$ cat src/rtl/fmlarb_pkg.sv
// Shared constants for the FML arbiter data-ack queue: default latencies,
// default outstanding depth, and the legal parameter limits.
package fmlarb_pkg;

    localparam int READ_LAT_DEF  = 5;
    localparam int WRITE_LAT_DEF = 2;
    localparam int MAX_OUT_DEF   = 1;
    localparam int LAT_MAX       = 15;
    localparam int MAX_OUT_LIMIT = 15;

    function automatic bit in_range(input int v, input int lo, input int hi);
        return (v >= lo) && (v <= hi);
    endfunction

endpackage

$ cat src/rtl/fmlarb_dly.sv
// One-bit pulse delay line with two injection points: a pulse injected with
// long_i=1 emerges LAT+1 cycles later, with long_i=0 it emerges after LAT cycles.
module fmlarb_dly
    import fmlarb_pkg::*;
#(
    parameter int LAT = 1
) (
    input  logic clk,
    input  logic rst_n,
    input  logic pulse_i,
    input  logic long_i,
    output logic pulse_o
);

    if (!in_range(LAT, 1, LAT_MAX)) begin : g_bad_lat
        $error("fmlarb_dly: LAT out of range");
    end

    logic [LAT:0] sr_q;
    logic [LAT:0] sr_d;

    // Stage 0 is only reachable through the long tap; stage 1 merges the
    // shifted long-tap pulse with a fresh short-tap pulse.
    always_comb begin
        sr_d    = {sr_q[LAT-1:0], 1'b0};
        sr_d[0] = pulse_i & long_i;
        sr_d[1] = sr_q[0] | (pulse_i & ~long_i);
    end

    always_ff @(posedge clk or negedge rst_n) begin
        if (!rst_n) begin
            sr_q <= '0;
        end else begin
            sr_q <= sr_d;
        end
    end

    assign pulse_o = sr_q[LAT];

endmodule

$ cat src/rtl/fmlarb_dackq.sv
// Turns early acks from the memory controller into final data acks with
// fixed read/write latency, tracks outstanding transfers and masks the strobe.
module fmlarb_dackq
    import fmlarb_pkg::*;
#(
    parameter int READ_LAT  = READ_LAT_DEF,
    parameter int WRITE_LAT = WRITE_LAT_DEF,
    parameter int MAX_OUT   = MAX_OUT_DEF
) (
    input  logic                             sys_clk,
    input  logic                             sys_rst_n,
    input  logic                             tim_cas,
    input  logic                             stb,
    input  logic                             eack,
    input  logic                             we,
    output logic                             stbm,
    output logic                             ack,
    output logic                             ack_we,
    output logic [$clog2(MAX_OUT+1)-1:0]     outstanding,
    output logic                             err
);

    localparam int CW = $clog2(MAX_OUT + 1);
    localparam logic [CW-1:0] MAX_N = CW'(MAX_OUT);
    localparam logic [CW:0]   MAX_W = (CW + 1)'(MAX_OUT);

    if (!in_range(READ_LAT, 1, LAT_MAX)) begin : g_bad_read_lat
        $error("fmlarb_dackq: READ_LAT out of range");
    end
    if (!in_range(WRITE_LAT, 1, LAT_MAX)) begin : g_bad_write_lat
        $error("fmlarb_dackq: WRITE_LAT out of range");
    end
    if (!in_range(MAX_OUT, 1, MAX_OUT_LIMIT)) begin : g_bad_max_out
        $error("fmlarb_dackq: MAX_OUT out of range");
    end

    logic rd_ack;
    logic wr_ack;
    logic collision;

    fmlarb_dly #(.LAT(READ_LAT)) u_rd_dly (
        .clk     (sys_clk),
        .rst_n   (sys_rst_n),
        .pulse_i (eack & ~we),
        .long_i  (tim_cas),
        .pulse_o (rd_ack)
    );

    fmlarb_dly #(.LAT(WRITE_LAT)) u_wr_dly (
        .clk     (sys_clk),
        .rst_n   (sys_rst_n),
        .pulse_i (eack & we),
        .long_i  (1'b0),
        .pulse_o (wr_ack)
    );

    // A read/write collision is folded into one ack reported as a write.
    assign collision = rd_ack & wr_ack;
    assign ack       = rd_ack | wr_ack;
    assign ack_we    = wr_ack;

    logic [CW-1:0] cnt_q;
    logic [CW-1:0] cnt_d;
    logic          err_q;
    logic          err_d;
    logic [CW:0]   cnt_sum;
    logic [CW:0]   cnt_dec;
    logic [CW:0]   cnt_ext;
    logic          full;
    logic          empty;

    assign full  = (cnt_q == MAX_N);
    assign empty = (cnt_q == '0);

    // Widened arithmetic so the count can floor at zero and saturate at MAX_OUT.
    always_comb begin
        cnt_sum = {1'b0, cnt_q} + {{CW{1'b0}}, eack};
        cnt_dec = collision ? (CW + 1)'(2) : {{CW{1'b0}}, ack};
        if (cnt_sum <= cnt_dec) begin
            cnt_ext = '0;
        end else begin
            cnt_ext = cnt_sum - cnt_dec;
        end
        if (cnt_ext > MAX_W) begin
            cnt_d = MAX_N;
        end else begin
            cnt_d = cnt_ext[CW-1:0];
        end
        err_d = err_q | (eack & full & ~ack) | (ack & empty) | collision;
    end

    always_ff @(posedge sys_clk or negedge sys_rst_n) begin
        if (!sys_rst_n) begin
            cnt_q <= '0;
            err_q <= 1'b0;
        end else begin
            cnt_q <= cnt_d;
            err_q <= err_d;
        end
    end

    assign stbm        = stb & (cnt_q < MAX_N);
    assign outstanding = cnt_q;
    assign err         = err_q;

endmodule

$ cat config.mk
export PLATFORM = sky130hd
export DESIGN_NAME = fmlarb_dackq
export DESIGN_NICKNAME = d
export VERILOG_FILES = /design/src/rtl/fmlarb_pkg.sv /design/src/rtl/fmlarb_dly.sv /design/src/rtl/fmlarb_dackq.sv
export SDC_FILE = /design/constraint.sdc
export NUM_CORES = 1
export LEC_CHECK = 0
export ABC_CLOCK_PERIOD_IN_PS = 1900
export BUFFER_PORTS_ARGS = -buffer_cell sky130_fd_sc_hd__buf_2
export CORE_AREA = 2 2 39 41
export CTS_CLUSTER_SIZE = 10
export DETAILED_ROUTE_END_ITERATION = 8
export DIE_AREA = 0 0 41 43
export GPL_ROUTABILITY_DRIVEN = 0
export SLEW_MARGIN = 20
export SYNTH_ARGS = -nofsm -noshare
export SYNTH_HDL_FRONTEND = slang
export SYNTH_SLANG_ARGS = --single-unit
$ cat constraint.sdc
create_clock -name sys_clk -period 1.9 [get_ports sys_clk]
set_clock_uncertainty 0.05 [all_clocks]
set_input_delay 0.19 -clock sys_clk [delete_from_list [all_inputs] [get_ports sys_clk]]
set_output_delay 0.19 -clock sys_clk [all_outputs]
set_load 0.005 [all_outputs]
## Word level (Yosys, flattened, before mapping)

Index checks and enable logic that the tools add are counted.
Widths: inputs -> output; s select.

- Flip-flop bits (word level): 10
- Bits of input ports: 6
- Output and inout port bits: 5
- Logic and storage cells: 30

- $add $sub $neg: 2
- $lt $le $gt $ge: 3
- Muxes and demuxes: 3
- Bitwise logic cells: 18

Operator list:

| operator | number |
|---|---|
| $and 1x1->1 | 9 |
| $or 1x1->1 | 5 |
| $mux 2 | 2 |
| $not 1->1 | 4 |
| $add 1x1->2 | 1 |
| $gt 2x1->1 const B | 1 |
| $le 2x2->1 | 1 |
| $sub 2x2->2 | 1 |
| $lt 1x1->1 const B | 1 |
| $mux 1 | 1 |

## Longest topological paths before layout

- Word-level depth: 6
- Mapped depth: 6
- Mapped depth without buffers: 6

## Modules after synthesis

Synthesis repeated with hierarchy kept, for this count alone.

- Cells, all modules: 38
- Area total of the unflattened synthesis: 466.7 µm²

Modules (own cells, without submodules):

| module | times used | cells each | area each (µm²) | seq. area each (µm²) |
|---|---|---|---|---|
| fmlarb_dackq | 1 | 23 | 203.9 | 50.0 |
| fmlarb_dly (u_rd_dly) | 1 | 9 | 168.9 | 150.1 |
| fmlarb_dly (u_wr_dly) | 1 | 6 | 93.8 | 75.1 |

## Least setup slack after synthesis

Ideal clock, no wire load.

- Path type: register to register
- Start: reg cnt_q (netlist: outstanding)
- End: reg cnt_q (netlist: outstanding)
- Library setup time: 71 ps
- Data arrival time: 1541 ps
- Data required time: 1779 ps
- Path slack: 237 ps
- Stages on the path, launching flop included: 7
- Buffers on the path: 0
- Period minus slack after synthesis: 1663 ps
- Cell sequence: dfrtp_1 ha_1 inv_1 ha_1 fa_1 o21a_1 nor2_1

- Word-level cells in the longest chain between the ends: 5
- Elaborated cells between the ends (all ways): 6
- Classes of those cells: 2 x add/sub; 2 x order compare; 2 x mux

RTL lines:

| element | line | RTL |
|---|---|---|
| from (decl) | fmlarb_dackq.sv:62 | `logic [CW-1:0] cnt_q;` |
| from (signal assigned) | fmlarb_dackq.sv:97 | `cnt_q <= cnt_d;` |
| $add 1x1->2 * | fmlarb_dackq.sv:77 | `cnt_sum = {1'b0, cnt_q} + {{CW{1'b0}}, eack};` |
| $sub 2x2->2 / $le 2x2->1 (equally long branches) | fmlarb_dackq.sv:82, fmlarb_dackq.sv:79 |  |
| $mux 2 * | fmlarb_dackq.sv:79 | `if (cnt_sum <= cnt_dec) begin` |
| $gt 2x1->1 | fmlarb_dackq.sv:84 | `if (cnt_ext > MAX_W) begin` |
| $mux 1 * | fmlarb_dackq.sv:84 |  |
| net cnt_d | fmlarb_dackq.sv:63 | `logic [CW-1:0] cnt_d;` |

Mark *: on every way through the listed nets, which the timed path passes. The rest lies on a longest branch.

## Worst setup path in the final report

Ends and elaborated chain as after synthesis.

==> results.toml <==
[status]
status = "finished clean"

[sta]
fmax_mhz = 573
report.final.setup_viol = 0
post-route-period-util_pct = 91.8
fin_setup_tns_ns = 0
worst_slew_pin_slew_ns = 0.214
fin_crit_period_ns = 1.74
setup_repair_after_global_routing_missed_its_margin = "no"
slew_headroom_pct = 85.8
slew_violations = 0
finalHoldViolCount = 0
worst_setup_margin_ns = 0.156
hold-worst-slack_ns = 0.144

[synthesis]
number_of_cells_produced_by_synthesis = 32
syn-cell-area_um2 = 419
synthesis.area_per_instance_um2 = 13.1
synth_nets = 44
synth.yosys.seq_area_share_pct = 59.7
yosysWarnings = 0
flops_latches_synth = 10
post_synth_num_cell_types = 13

[critical_path]
worst_ep_required_ns = 2.05
r2r_start = "outstanding"
worstPathCellList = "ha_1 > inv_1 > ha_1 > fa_1 > o21a_1 > nor2_1"
cp.arrival_ns = 1.89
timing.critical_path.slowest_stage_cell = "sky130_fd_sc_hd__fa_1"
timing.reg2reg.worst_path_depth = 6
path_max_fanout = 4
slowest_delay_ns = 0.43
path_common_cell = "sky130_fd_sc_hd__ha_1"
crit_end_category = "register"
crit_path_start = "outstanding"
crit_type = "register to register"
critPathLaunchType = "register"

[clock_tree]
clock_tree_from_tritoncts = "built"
cts_htree_levels = 1
clock_sink_count = 10
clock_slew_at_reported_path_ffs_ns = 0.07
cts-root-to-sink-buffers = 2
clock_latency_ns = 0.26
tritoncts.num_buffers = 3
cts_root_buf = "sky130_fd_sc_hd__clkbuf_4"

[finish]
fraction_of_layout_cells_with_a_size_suffix_above_1_pct = 34.0
flow.area_growth_from_synthesis_pct = 27.8
finish.net_count = 60
antenna-diode-count = 0
layout_common_cells = "sky130_fd_sc_hd__dfrtp_1 (10), sky130_fd_sc_hd__buf_2 (10), sky130_fd_sc_hd__inv_1 (6)"
instances_no_fill = 63
fillCellCount = 134

[global_route]
grt.overflow.total = 0
grt_start_max_net_pins = 11
gr-usage-all-layers_pct = 10.7
grt_antenna_before_repair = 0
grt_pass1_wl_um = 1190
number_of_global_route_vias_before_repair = 287

[power_and_ir_drop]
p_clk_share_pct = 33.5
sequentialPowerShare_pct = 45.1
power_w = 0.000554
switching_power_w = 0.000143
p_per_area_mw_per_mm2 = 1030
power.ir.vdd_worst_mv = 0.385
power_leakage_nw = 0.283
p_int_w = 0.000412
switching_share_pct = 25.7
combPwrFrac_pct = 21.4

[drt]
drt_pass1_iterations = 2
route.vias.total = 265
wl_per_cell_um = 9.13
post_drt_via_cell_ratio = 4.21
first_iter_violations = 3
drc_violations = 0
ant_nets = 0
route.final.wire_length_um = 575

[die]
placement_rows = 14
die_h_um = 43
die_area_mm2 = 0.00176
initial_standard_cell_utilization_of_the_core_pct = 30.3
count_of_boundary_i_o_pins = 11
core_area_mm2 = 0.00138
die_x_um = 41

[worst_hold_path]
worstHoldPathType = "input port to register"
hold_depth = 2
hold_path_startpoint = "we"

[placed_design]
place.detailed.hpwl_um = 468
inst_count_dp = 58
place_ws_ns = 0.167
buffer_ports.inserted = 10

[job]
maxCapViolCount = 0
-- per-stage QoR --
step           utilization, %  instance area, um2
3_3_place_gp             35.4                 489
4_1_cts                  38.7                 536
6_report                 38.7                 536
5_1_grt                  38.7                 536
3_5_place_dp             35.4                 489
2_1_floorplan               -                 419
-- synth_stat cells --
cell / instances / area, um2
sky130_fd_sc_hd__dfrtp_1: 10 / 250
sky130_fd_sc_hd__inv_1: 6 / 22.5
sky130_fd_sc_hd__ha_1: 5 / 62.6
sky130_fd_sc_hd__nor2_1: 2 / 7.51
sky130_fd_sc_hd__and2_2: 1 / 7.51
sky130_fd_sc_hd__and3b_2: 1 / 10.0
sky130_fd_sc_hd__fa_1: 1 / 20.0
sky130_fd_sc_hd__nand2_1: 1 / 3.75
sky130_fd_sc_hd__nor2b_1: 1 / 6.26
sky130_fd_sc_hd__nor3b_1: 1 / 7.51
sky130_fd_sc_hd__o211ai_1: 1 / 7.51
sky130_fd_sc_hd__o21a_1: 1 / 7.51
sky130_fd_sc_hd__or2_1: 1 / 6.26
-- metal layers --
metal | track usage, % | share of wire (%) | routed length, um | up-vias
li1 | - | - | - | 127
met1 | 14.0 | 46 | 265 | 129
met2 | 13.4 | 48 | 276 | 7
met3 | 3.14 | 5.0 | 29 | 2
met4 | 10.0 | 0.70 | 4 | 0
met5 | 0 | 0 | 0 | -
-- repair_timing --
item                                   CTS  global route
resized for setup                        0             0
hold buffers                             1             0
endpoints found under the hold margin   10             0
buffers inserted                         0             0
-- cell type report --
cell class	instances	area (um2)	area share [%]
Tap cell	16	20.0	3.74
Timing Repair Buffer	11	60.1	11.2
Multi-Input combinational cell	16	146	27.3
Inverter	6	22.5	4.21
Sequential cell	10	250	46.7
Clock buffer	4	36.3	6.78
-- kinds of logic after synthesis --
kind of cell / synth area share (%)
buf+inv: 5.37
compound gates: 3.58
fa+ha+maj: 19.7
simple gates: 11.6
flops: 59.7
-- critical path, delay by kind of cell (launching register included) --
| kind | cells | cell delay, ns |
|---|---|---|
| buf+inv | 1 | 0.04 |
| flops | 1 | 0.42 |
| fa+ha+maj | 3 | 0.91 |
| compound gates | 1 | 0.18 |
| simple gates | 1 | 0.08 |
-- power by group through the flow --
stage / Clock [W] / Sequential (W) / Combinational (W)
after floorplan: 0 / 0.000252 / 0.0000733
after global routing: 0.000213 / 0.000254 / 0.000139
after global placement: 0 / 0.000253 / 0.000116
final: 0.000186 / 0.000250 / 0.000119
after detailed placement: 0 / 0.000255 / 0.000119
after CTS: 0.000197 / 0.000250 / 0.000122
-- flip-flops by register name, summed over array words and instances (netlist names) --
signal / count
u_rd_dly.sr_q: 6
err: 1
u_wr_dly.sr_q: 2
outstanding: 1
-- worst paths after layout --
path / slack (ns) / end
setup / recovery: 0.16 / outstanding
hold / removal: 0.14 / u_wr_dly.sr_q[1]
setup reg to reg: 0.16 / outstanding
hold reg to reg: 0.30 / u_rd_dly.sr_q[2]
max in group asynchronous: 1.36 / u_wr_dly.sr_q[1]
min in group asynchronous: 0.26 / u_wr_dly.sr_q[2]
Note: power is estimated with default switching activity, not from simulation.
